File: config.mk
export PLATFORM = sky130hd
export DESIGN_NAME = mmio_timer_flat
export DESIGN_NICKNAME = d
export VERILOG_FILES = /design/src/rtl/mmio_timer_if.sv /design/src/rtl/mmio_timer.sv /design/src/flat_wrapper.sv
export SDC_FILE = /design/constraint.sdc
export NUM_CORES = 1
export LEC_CHECK = 0
export CORE_UTILIZATION = 27
export DETAILED_ROUTE_END_ITERATION = 6
export PLACE_DENSITY_LB_ADDON = 0.1
export SLEW_MARGIN = 20
export SYNTH_ARGS = -nofsm -noshare
export SYNTH_HDL_FRONTEND = slang
export SYNTH_SLANG_ARGS = --single-unit
export TNS_END_PERCENT = 100
File: constraint.sdc
create_clock -name i_clk -period 8.95 [get_ports i_clk]
set_input_delay 2.2375 -clock i_clk [delete_from_list [all_inputs] [get_ports i_clk]]
set_output_delay 2.2375 -clock i_clk [all_outputs]
set_load 0.005 [all_outputs]
File: src/rtl/mmio_timer_if.sv
// mmio_timer_if: request/response bus between an MMIO initiator and the timer.
// Latency: n/a (wires only). Backpressure: initiator holds valid/addr/wmask/wdata until ready.
// Signals: valid, addr[3:0], wmask[3:0] (0 = read), wdata[31:0] -> ; <- ready (1-cycle pulse), rdata[31:0].
interface mmio_timer_if;
  logic        valid;
  logic        ready;
  logic [3:0]  addr;
  logic [3:0]  wmask;
  logic [31:0] wdata;
  logic [31:0] rdata;

  modport master (output valid, addr, wmask, wdata, input ready, rdata);
  modport slave  (input valid, addr, wmask, wdata, output ready, rdata);
endinterface

File: src/rtl/mmio_timer.sv
// mmio_timer: 64-bit free-running time counter driven by a fractional accumulator, with a 64-bit compare.
// Latency: ready and rdata one cycle after valid. Backpressure: none, requests seen while ready=1 are ignored.
// Ports: i_clk, i_rst (async, active-high), bus (mmio_timer_if.slave), o_irq (level).
// Register map: 0x0 TIME_LO, 0x4 TIME_HI (shadow), 0x8 CMP_LO, 0xC CMP_HI.
// Build option: define MMIO_TIMER_IRQ_EN to include the compare/irq logic; otherwise irq=0 and CMP reads 0.
module mmio_timer #(
  parameter int unsigned STEP  = 336,
  parameter int unsigned ACC_W = 25
) (
  input  logic        i_clk,
  input  logic        i_rst,
  mmio_timer_if.slave bus,
  output logic        o_irq
);

  logic [ACC_W-1:0] r_acc;
  logic [63:0]      r_time;
  logic [31:0]      r_shadow;
  logic             r_ready;
  logic [31:0]      r_rdata;

  logic [ACC_W-1:0] w_acc_nxt;
  logic             w_tick;
  logic             w_req;
  logic             w_wr;
  logic             w_rd;
  logic [1:0]       w_word;
  logic [31:0]      w_bmask;
  logic [63:0]      w_time_inc;
  logic [63:0]      w_time_nxt;
  logic [31:0]      w_shadow_nxt;
  logic [31:0]      w_rdata_nxt;
  logic [63:0]      w_cmp_rd;
  logic             w_unused_addr;

  function automatic logic [31:0] f_merge(input logic [31:0] old_v,
                                          input logic [31:0] new_v,
                                          input logic [31:0] m);
    return (old_v & ~m) | (new_v & m);
  endfunction

  // Bits [1:0] of addr are don't-care: registers are word addressed.
  assign w_unused_addr = ^bus.addr[1:0];

  // Carry out of the low ACC_W-1 bits lands in the top bit and is the tick.
  assign w_acc_nxt  = {1'b0, r_acc[ACC_W-2:0]} + ACC_W'(STEP);
  assign w_tick     = r_acc[ACC_W-1];
  assign w_time_inc = r_time + {63'd0, w_tick};

  // A request is only taken when ready is low, giving the 0,1,0,1 pattern.
  assign w_req  = bus.valid & ~r_ready;
  assign w_wr   = w_req & (|bus.wmask);
  assign w_rd   = w_req & ~(|bus.wmask);
  assign w_word = bus.addr[3:2];
  assign w_bmask = {{8{bus.wmask[3]}}, {8{bus.wmask[2]}},
                    {8{bus.wmask[1]}}, {8{bus.wmask[0]}}};

  // Time writes merge onto the incremented value, so unwritten bytes still count.
  always_comb begin
    w_time_nxt   = w_time_inc;
    w_shadow_nxt = r_shadow;
    w_rdata_nxt  = 32'd0;
    if (w_wr) begin
      case (w_word)
        2'd0: w_time_nxt[31:0] = f_merge(w_time_inc[31:0], bus.wdata, w_bmask);
        2'd1: begin
          w_time_nxt[63:32] = f_merge(w_time_inc[63:32], bus.wdata, w_bmask);
          w_shadow_nxt      = f_merge(w_time_inc[63:32], bus.wdata, w_bmask);
        end
        default: ;
      endcase
    end
    if (w_rd) begin
      case (w_word)
        2'd0: begin
          w_rdata_nxt  = r_time[31:0];
          // Capture the high half with the low half so a LO/HI pair is coherent.
          w_shadow_nxt = r_time[63:32];
        end
        2'd1:    w_rdata_nxt = r_shadow;
        2'd2:    w_rdata_nxt = w_cmp_rd[31:0];
        default: w_rdata_nxt = w_cmp_rd[63:32];
      endcase
    end
  end

  always_ff @(posedge i_clk or posedge i_rst) begin
    if (i_rst) begin
      r_acc    <= '0;
      r_time   <= 64'd0;
      r_shadow <= 32'd0;
      r_ready  <= 1'b0;
      r_rdata  <= 32'd0;
    end else begin
      r_acc    <= w_acc_nxt;
      r_time   <= w_time_nxt;
      r_shadow <= w_shadow_nxt;
      r_ready  <= w_req;
      r_rdata  <= w_rdata_nxt;
    end
  end

  assign bus.ready = r_ready;
  assign bus.rdata = r_rdata;

`ifdef MMIO_TIMER_IRQ_EN
  logic [63:0] r_cmp;
  logic [63:0] w_cmp_nxt;
  logic        r_irq;

  always_comb begin
    w_cmp_nxt = r_cmp;
    if (w_wr && (w_word == 2'd2)) w_cmp_nxt[31:0]  = f_merge(r_cmp[31:0],  bus.wdata, w_bmask);
    if (w_wr && (w_word == 2'd3)) w_cmp_nxt[63:32] = f_merge(r_cmp[63:32], bus.wdata, w_bmask);
  end

  always_ff @(posedge i_clk or posedge i_rst) begin
    if (i_rst) begin
      r_cmp <= 64'hFFFF_FFFF_FFFF_FFFF;
      r_irq <= 1'b0;
    end else begin
      r_cmp <= w_cmp_nxt;
      r_irq <= (r_time >= r_cmp);
    end
  end

  assign w_cmp_rd = r_cmp;
  assign o_irq    = r_irq;
`else
  // Compare logic absent: CMP writes complete but are dropped, reads return 0.
  assign w_cmp_rd = 64'd0;
  assign o_irq    = 1'b0;
`endif

endmodule

File: src/flat_wrapper.sv
// flat-port wrapper written by rule: the top's interface ports become plain ports
module mmio_timer_flat 
#(
  parameter int unsigned STEP  = 336,
  parameter int unsigned ACC_W = 25
)
  (i_clk, i_rst, o_irq, bus_valid, bus_addr, bus_wmask, bus_wdata, bus_ready, bus_rdata);
  mmio_timer_if bus_i ();
  input  logic i_clk;
  input  logic i_rst;
  output logic o_irq;
  input wire logic [$bits(bus_i.valid)-1:0] bus_valid;
  input wire logic [$bits(bus_i.addr)-1:0] bus_addr;
  input wire logic [$bits(bus_i.wmask)-1:0] bus_wmask;
  input wire logic [$bits(bus_i.wdata)-1:0] bus_wdata;
  output wire logic [$bits(bus_i.ready)-1:0] bus_ready;
  output wire logic [$bits(bus_i.rdata)-1:0] bus_rdata;
  assign bus_i.valid = bus_valid;
  assign bus_i.addr = bus_addr;
  assign bus_i.wmask = bus_wmask;
  assign bus_i.wdata = bus_wdata;
  assign bus_ready = bus_i.ready;
  assign bus_rdata = bus_i.rdata;
  mmio_timer #(.STEP(STEP), .ACC_W(ACC_W)) u_core (.i_clk(i_clk), .i_rst(i_rst), .bus(bus_i), .o_irq(o_irq));
endmodule
# ---- Word-level counts from Yosys, hierarchy flattened
# Index checks and enable logic that the tools add are counted.
dict set report totals {
  ff_bits 154
  latch_bits 0
  ramBits 0
  mem_bits_ro 0
  inputBits 43
  output_inout_bits 34
  n_memories 0
}
dict set report classes {
  addsub 2
  mul 0
  div 0
  magnitude_cmp 0
  n_eq_ne 1
  shift 0
  n_mux 9
  bitwise 11
  n_reduce_logical 2
}
# op n
set ops {}
lappend ops {{2-to-1 mux 32 bit} 7}
lappend ops {{bitwise AND 32 bit} 3}
lappend ops {{adder 64 x 1 -> 64 bit} 1}
lappend ops {{2-to-1 mux 64 bit} 1}
lappend ops {{bitwise OR 32 bit} 2}
lappend ops {{one-hot mux 32 bit (2 select lines)} 1}
lappend ops {{NOT 32 bit} 1}
lappend ops {{adder 24 x 9 -> 25 bit (second input constant)} 1}
lappend ops {{OR reduction 4 bit} 1}
lappend ops {{bitwise AND 1 bit} 3}
lappend ops {{== test 2 x 1 -> 1 bit (second input constant)} 1}
lappend ops {{logical NOT 2 bit} 1}
lappend ops {{NOT 1 bit} 2}

# ---- Depth between registers and ports, before layout
# Gate-level depths: netlist (run 1).
dict set report logic_depth {
  ltp_word 7
  depth_mapped 9
}

# ---- Least setup slack after synthesis (run 1)
# Ideal clock, no wire load.
dict set report synth_path {
  kind {input-to-reg}
  start {input port bus_wmask[1]}
  end {register u_core.r_shadow[27]}
  setup_time_ns 0.096
  arrival_ns 3.964
  required_time_ns 8.854
  setup_slack_ns 4.891
  path_stages 7
  n_path_buf 3
  cell_sequence {clkbuf_1 -> or4_1 -> nand2_1 -> clkbuf_1 -> clkbuf_1 -> a221oi_1 -> o32ai_2}
}
dict set report synth_via {
  elab_chain_cells 5
  elab_cells_between_ends 7
  classes_between {3 x mux; 3 x bitwise; 1 x reduce/logical}
}
# element line
set synth_lines {}
lappend synth_lines {{start: declaration} flat_wrapper.sv:14} ;# input wire logic [$bits(bus_i.wmask)-1:0] bus_wmask;
lappend synth_lines {{OR reduction 4 bit *} {mmio_timer.sv:52, mmio_timer.sv:53}}
lappend synth_lines {{bitwise AND 1 bit} mmio_timer.sv:52} ;# assign w_wr = w_req & (|bus.wmask);
lappend synth_lines {{2-to-1 mux 32 bit} mmio_timer.sv:63} ;# if (w_wr) begin
lappend synth_lines {{2-to-1 mux 32 bit} mmio_timer.sv:74} ;# case (w_word)
lappend synth_lines {{2-to-1 mux 32 bit *} mmio_timer.sv:73} ;# if (w_rd) begin
lappend synth_lines {{named net u_core.w_shadow_nxt[27]} mmio_timer.sv:31} ;# logic [31:0] w_shadow_nxt;
lappend synth_lines {{end signal: assignment} mmio_timer.sv:97} ;# r_shadow <= w_shadow_nxt;
lappend synth_lines {{end: declaration} mmio_timer.sv:18} ;# logic [31:0] r_shadow;
# Mark *: on every way through the listed nets, which the timed path passes. The rest lies on a longest branch.

# ---- Final worst setup path (run 1)
dict set report layout_path {
  start {input port bus_wmask[1]}
  end {register u_core.r_shadow[14]}
}
dict set report layout_via {
  elab_chain_cells 7
  elab_cells_between_ends 12
  classes_between {4 x mux; 7 x bitwise; 1 x reduce/logical}
}
# element line
set layout_lines {}
lappend layout_lines {{NOT 32 bit} mmio_timer.sv:39} ;# return (old_v & ~m) | (new_v & m);
lappend layout_lines {{bitwise AND 32 bit} mmio_timer.sv:39}
lappend layout_lines {{bitwise OR 32 bit} mmio_timer.sv:39}
lappend layout_lines {{2-to-1 mux 32 bit} mmio_timer.sv:64} ;# case (w_word)
lappend layout_lines {{2-to-1 mux 32 bit} mmio_timer.sv:63}
lappend layout_lines {{2-to-1 mux 32 bit} mmio_timer.sv:74}
lappend layout_lines {{2-to-1 mux 32 bit *} mmio_timer.sv:73}
lappend layout_lines {{named net u_core.w_shadow_nxt[14]} mmio_timer.sv:31}
# Marks and branches as above.

==> flow_metrics.env, run 1 <==
export IMPL_gr_usage_all_layers_pct=16.86
export IMPL_r2r_end="u_core.r_time[58]$_DFF_PP0_"
export IMPL_hold_end="u_core.r_acc[4]$_DFF_PP0_"
export IMPL_critPathLaunch="bus_wmask[1]"
export IMPL_leakagePower_nw=3.702
export IMPL_cts_tree="yes"
export IMPL_hpwl_um=16010
export IMPL_initial_core_util_pct=27.61
export IMPL_clockBufferDepth=2
export IMPL_coreArea_sq_um=28010
export IMPL_critPathBufInv=2
export IMPL_p_switching_mw=0.6289
export IMPL_critPathMostFrequentCell="nor2_1"
export IMPL_post_route_period_util_pct=59.15
export IMPL_ant_nets=0
export IMPL_cp_required_ns=9.26
export IMPL_crit_type="input pin to flop"
export IMPL_route_detailed_drc=0
export IMPL_slew_headroom_pct=35.42
export IMPL_clk_latency_ns=0.44
export IMPL_path_clk_slew_ns=0.06
export IMPL_yosysWarningCount=0
export IMPL_placed_area_sq_um=8822
export IMPL_grt_ovfl_total=0
export IMPL_cts_sinks=150
export IMPL_first_pass_iters=5
export IMPL_dieHeight_um=171.2
export IMPL_combPwrFrac_pct=16.7
export IMPL_cp_slowest_cell="clkdlybuf4s50_1"
export IMPL_portBuffers=73
export IMPL_skew_ns=0.01547
export IMPL_fin_area_sq_um=9409
export IMPL_cp_slowest_stage_delay_ns=0.81
export IMPL_fin_util_pct=33.59
export IMPL_final_layout_size_suffix_gt1_share_pct=7.534
export IMPL_antennaDiodeCount=0
export IMPL_ctsHoldBuffers=0
export IMPL_p_int_mw=1.410
export IMPL_status="complete, no violations"
export IMPL_async_flop_share_pct=100.0
export IMPL_endpoint_kind="flop"
export IMPL_hp_start="u_core.r_acc[4]$_DFF_PP0_"
export IMPL_synthToLayoutAreaGrowth_pct=21.68
export IMPL_tns_ns=0
export IMPL_synth_seq_area_share_pct=48.54
export IMPL_worstMarginPinSlew_ns=0.9598
export IMPL_rr_worst_depth=8
export IMPL_synth_main_ff_cell="dfrtp_1"
export IMPL_peakVddDrop_mv=0.1035
export IMPL_antenna_found_initial=0
export IMPL_finish_net_count=910
export IMPL_wl_um=23580
export IMPL_layout_min_cycle_time_ns=5.294
export IMPL_r2r_start="u_core.r_time[0]$_DFF_PP0_"
export IMPL_placed_cells_incl_taps=1223
export IMPL_vias=6344
export IMPL_post_cts_setup_buffers=0
export IMPL_synth_edf_count=0
export IMPL_cts_root_buffer="clkbuf_16"
export IMPL_syn_inst=811
export IMPL_path_cells="clkdlybuf4s50_1, or4_1, nand2_1, buf_4, nor2_1, a21oi_1, nor2_1, or3_1"
export IMPL_path_delay_family="simple AND/OR/NAND/NOR gates"
export IMPL_yosysUniqueCellTypes=65
export IMPL_fin_hold_ws_ns=0.4562
export IMPL_wire_per_inst_um=18.80
export IMPL_r2r_slack_ns=5.52
export IMPL_place_gp_congestion=0.7806
export IMPL_ctsResizeCount=0
export IMPL_netlist_area_sq_um=7732
export IMPL_synth_seq_cells=150
export IMPL_io_pins=77
export IMPL_power_mw=2.039
export IMPL_slew_violations=0
export IMPL_setup_ws_ns=3.656
export IMPL_power_share_clock_pct=36.7
export IMPL_maxCapViolations=0
export IMPL_grt_pass1_vias=6242
export IMPL_htree_levels=4
export IMPL_die_x_um=171.2
export IMPL_instances_no_fill=1254
export IMPL_min_path_type="flop to flop"
export IMPL_viasPerCell=5.059
export IMPL_grt_max_degree=85
export IMPL_rsz0062_at_grt="false"
export IMPL_grt_pass1_wl_um=37050
export IMPL_setup_viol=0
export IMPL_whs_path_depth=1
export IMPL_fmax_mhz=188.9
export IMPL_seqPwrFrac_pct=46.6
export IMPL_arrival_ns=5.60
export IMPL_avgSynthCellArea_sq_um=9.534
export IMPL_cp_start_kind="input pin"
export IMPL_final_hold_violation_count=0
export IMPL_path_max_fanout=25
export IMPL_row_count=61
export IMPL_post_place_ws_ns=3.245
export IMPL_power_density_nw_per_um2=216.7
export IMPL_syn_nets=857
export IMPL_p_sw_share_pct=30.84
export IMPL_numCtsBuffers=17
export IMPL_die_area_sq_um=29320
export IMPL_drt_initial_drc_count=399
[synth_stat cells (4+ instances only)]
cell,count,area [sq um]
dfrtp_1,150,3754
a21oi_1,80,400.4
nand2_1,74,277.8
nor2_1,74,277.8
xnor2_1,52,455.4
o21ai_0,39,195.2
clkbuf_1,37,138.9
nand3_1,37,185.2
a22o_1,34,297.8
xor2_1,28,245.2
and3_1,17,106.4
inv_1,16,60.06
nand4_1,15,93.84
nor3_1,13,65.06
nor4_1,12,75.07
o22ai_1,10,62.56
and4_1,9,78.83
o21ai_1,7,35.03
a211oi_1,6,45.04
and2_1,6,37.54
a31oi_1,5,31.28
buf_1,5,18.77
o31ai_1,5,37.54
a221oi_1,4,35.03
a311oi_1,4,35.03
a31o_2,4,35.03
buf_2,4,20.02
mux2_2,4,45.04
o22a_1,4,35.03
or3_1,4,25.02
[worst reg2reg max path, stage by stage (launching register included)]
cell and delay (ns):
dfrtp_1 0.35, ha_1 0.26, ha_1 0.28, nand4_1 0.29, nor4_2 0.67, nand4_1 0.60, nor4_1 0.42, xor2_1 0.15
mux2_2 0.28
[power groups by stage]
| stage | Combinational (mW) | Clock [mW] | Sequential (mW) |
|---|---|---|---|
| 6_report | 0.340 | 0.749 | 0.950 |
| 5_1_grt | 0.385 | 0.794 | 0.972 |
| 4_1_cts | 0.343 | 0.770 | 0.949 |
| 3_5_place_dp | 0.341 | 0 | 0.960 |
| 3_3_place_gp | 0.340 | 0 | 0.962 |
| 2_1_floorplan | 0.270 | 0 | 0.907 |
[how the worst max path moves through the flow]
stage | cells past startpoint | endpoint
final | 8 | u_core.r_shadow[14]$_DFF_PP0_
after floorplan | 1 | u_core.bus.rdata[0]$_DFF_PP0_
after CTS | 8 | u_core.r_shadow[14]$_DFF_PP0_
after global routing | 8 | u_core.r_shadow[14]$_DFF_PP0_
after detailed placement | 8 | u_core.r_shadow[14]$_DFF_PP0_
after global placement | 8 | u_core.r_shadow[14]$_DFF_PP0_
[cell families (layout without fill, tap and decap cells)]
family                   count (synthesis)  in the layout  synth area share [%]
AO/OA/AOI/OAI                          223            223                 18.71
XOR/XNOR                                80             80                 9.062
adder cells (fa/ha/maj)                  3              3                0.4855
buffers and inverters                   64            129                 3.317
flip-flops                             150            150                 48.54
multiplexers                             4              4                0.5825
other                                    1              1               0.04850
AND/OR/NAND/NOR                        286            286                 19.26
[metal layers]
layer	track usage, %	wire (um)	part of all wire, %
met1	22.50	10920	46
met2	27.64	11370	48
met3	3.060	894	3.8
met4	5.124	391	1.7
met5	0	0	0
[sequential cells by signal (all words and copies together), names as in the netlist]
| name | count |
|---|---|
| u_core.r_time | 64 |
| u_core.bus.rdata | 32 |
| u_core.r_shadow | 32 |
| u_core.r_acc | 21 |
| u_core.bus.ready | 1 |
[cell usage in the layout, fill, tap and decap left out, types with 4 or more instances in the layout]
cell,synthesis,routed
nor3_1,13,13
xor2_1,28,28
o21ai_1,7,7
nor4_1,12,12
o21ai_0,39,39
dfrtp_1,150,150
buf_4,1,9
nand4_1,15,15
and2_1,6,5
a211oi_1,6,6
a21oi_1,80,80
and3_1,17,17
a31o_2,4,4
inv_1,16,15
o31ai_1,5,5
a22o_1,34,34
a311oi_1,4,4
clkbuf_16,0,17
o22a_1,4,4
a221oi_1,4,4
nand2_1,74,74
o22ai_1,10,10
or3_1,4,4
and4_1,9,9
clkdlybuf4s50_1,0,73
nand3_1,37,37
nor2_1,74,73
a31oi_1,5,5
xnor2_1,52,52
mux2_2,4,4
[cell type report]
type,count,area (sq um)
Sequential cell,150,3754
Tap cell,378,473.0
Clock buffer,20,436.7
Timing Repair Buffer,82,798.3
Inverter,16,65.06
Fill cell,2926,18600
Multi-Input combinational cell,597,3732
Clock inverter,11,150.1
No activity file was read; power rests on OpenSTA's default activity.
==> run 2: changes to the inputs <==
clock period = 4.7 ns   (was 8.95 ns; I/O delays follow)
==> run 2 against run 1 <==
Count of clock-buffer cells in the layout fell by 2. Power up 94%. Non-clock buffer count is 12 higher. Combinational power increased by 92%. Hold slack lost 0.0065 ns. Critical path depth unchanged. Wire length is 0.11% higher. Critical path type is now flop to flop. Largest cell class unchanged. Highest routed layer unchanged.
==> flow_metrics.env, run 2 (synthesis gave the netlist of run 1 again) <==
export IMPL_status="complete, no violations"
export IMPL_tns_ns=0
export IMPL_final_layout_size_suffix_gt1_share_pct=9.111
export IMPL_cts_sinks=150
export IMPL_grt_max_degree=75
export IMPL_routed_wl_met3_um=843
export IMPL_skew_ns=0.01022
export IMPL_fin_hold_ws_ns=0.4497
export IMPL_critPathBufInv=0
export IMPL_r2r_start="u_core.r_time[0]$_DFF_PP0_"
export IMPL_endpoint_kind="flop"
export IMPL_antennaDiodeCount=0
export IMPL_top_layer="met4"
export IMPL_power_density_nw_per_um2=413.7
export IMPL_grt_ovfl_total=0
export IMPL_drt_initial_drc_count=492
export IMPL_path_cells="ha_1, ha_1, nand4_1, nor4_2, nand4_1, nor4_1, xor2_1, mux2_2"
export IMPL_combPwrFrac_pct=16.5
export IMPL_route_detailed_drc=0
export IMPL_slew_headroom_pct=38.95
export IMPL_grt_pass1_vias=6292
export IMPL_finish_net_count=922
export IMPL_htree_levels=4
export IMPL_wire_per_inst_um=18.63
export IMPL_place_gp_congestion=0.8083
export IMPL_layout_commonest_cell="dfrtp_1"
export IMPL_leakagePower_nw=3.784
export IMPL_rsz0062_at_grt="false"
export IMPL_layout_min_cycle_time_ns=3.631
export IMPL_wl_met2_um=11430
export IMPL_p_int_mw=2.753
export IMPL_numCtsBuffers=17
export IMPL_portBuffers=73
export IMPL_slew_violations=0
export IMPL_cp_start_kind="flop"
export IMPL_dieHeight_um=171.2
export IMPL_final_hold_violation_count=0
export IMPL_post_route_period_util_pct=77.26
export IMPL_seqPwrFrac_pct=45.8
export IMPL_p_switching_mw=1.204
export IMPL_power_share_clock_pct=37.8
export IMPL_wl_um=23600
export IMPL_regMostFlops="u_core.r_time"
export IMPL_crit_type="flop to flop"
export IMPL_critPathLaunch="u_core.r_time[0]$_DFF_PP0_"
export IMPL_ant_nets=0
export IMPL_viasPerCell=5.024
export IMPL_grt_pass1_wl_um=37130
export IMPL_cp_slowest_cell="nor4_2"
export IMPL_fin_util_pct=34.15
export IMPL_cts_tree="yes"
export IMPL_cp_required_ns=5.00
export IMPL_peakVddDrop_mv=0.2546
export IMPL_maxCapViolations=0
export IMPL_cp_slowest_stage_delay_ns=0.73
export IMPL_gr_usage_all_layers_pct=16.78
export IMPL_synthToLayoutAreaGrowth_pct=23.71
export IMPL_row_count=61
export IMPL_hp_start="u_core.r_acc[4]$_DFF_PP0_"
export IMPL_min_path_type="flop to flop"
export IMPL_setup_viol=0
export IMPL_die_area_sq_um=29320
export IMPL_first_pass_iters=5
export IMPL_path_clk_slew_ns=0.07
export IMPL_cts_root_buffer="clkbuf_16"
export IMPL_final_cell_mix="dfrtp_1 (150), a21oi_1 (80), nand2_1 (74)"
export IMPL_largest_reg_flops=64
export IMPL_fmax_mhz=275.4
export IMPL_hpwl_um=16670
export IMPL_die_x_um=171.2
export IMPL_clockBufferDepth=2
export IMPL_arrival_ns=3.93
export IMPL_path_delay_family="simple AND/OR/NAND/NOR gates"
export IMPL_vias=6366
export IMPL_worstMarginPinSlew_ns=0.9074
export IMPL_initial_core_util_pct=27.61
export IMPL_post_cts_setup_buffers=0
export IMPL_p_sw_share_pct=30.43
export IMPL_ctsResizeCount=0
export IMPL_path_max_fanout=9
export IMPL_routedLengthMet1_um=11000
export IMPL_io_pins=77
export IMPL_clk_latency_ns=0.42
export IMPL_coreArea_sq_um=28010
export IMPL_ctsHoldBuffers=0
export IMPL_antenna_found_initial=0
run 2: cell count changes in the layout (fill, tap and decap cells not counted), sizes merged:
| cell | before | now |
|---|---|---|
| buf | 9 | 21 |
| bufinv | 3 | 4 |
| clkbuf | 20 | 18 |
| clkinv | 4 | 5 |
| clkinvlp | 2 | 3 |
run 2: metal layers:
layer  vias to the layer above  global-route usage, %
li1                       3068                      -
met3                        17                  3.198
met2                       134                  27.73
met4                         0                  4.193
met1                      3147                  22.45
met5                         -                      0
run 2: final timing paths:
check | cells past startpoint | to | slack, ns
setup / recovery | 8 | u_core.r_time[58]$_DFF_PP0_ | 1.07
hold / removal | 1 | u_core.r_acc[4]$_DFF_PP0_ | 0.45
setup reg to reg | 8 | u_core.r_time[58]$_DFF_PP0_ | 1.07
hold reg to reg | 1 | u_core.r_acc[4]$_DFF_PP0_ | 0.45
max in group asynchronous | 3 | u_core.r_time[54]$_DFF_PP0_ | 2.51
min in group asynchronous | 2 | u_core.r_time[3]$_DFF_PP0_ | 1.24
run 2: layout make-up:
cell class | count | area [sq um]
flip-flops and latches | 150 | 3754
inverters | 16 | 63.81
well taps | 378 | 473.0
clock buffers | 18 | 429.2
fillers | 2883 | 18450
clock inverters | 14 | 200.2
repair buffers | 94 | 913.4
multi-input cells | 597 | 3732
run 2: per-stage QoR:
step	instance area, sq um	std cells	worst slack, ns	power [mW]
after floorplan	7736	811	1.636	2.242
after global placement	8936	1235	1.094	2.484
after detailed placement	8936	1235	1.091	2.487
after CTS	9565	1267	1.106	4.006
after global routing	9565	1267	0.8706	4.178
final	9565	1267	1.069	3.957
run 2: power by group through the flow:
stage | clock network (mW) | logic [mW] | registers [mW]
detailed placement | 0 | 0.655 | 1.83
CTS | 1.54 | 0.657 | 1.81
finish | 1.49 | 0.653 | 1.81
floorplan | 0 | 0.514 | 1.73
global placement | 0 | 0.651 | 1.83
global route | 1.59 | 0.740 | 1.85
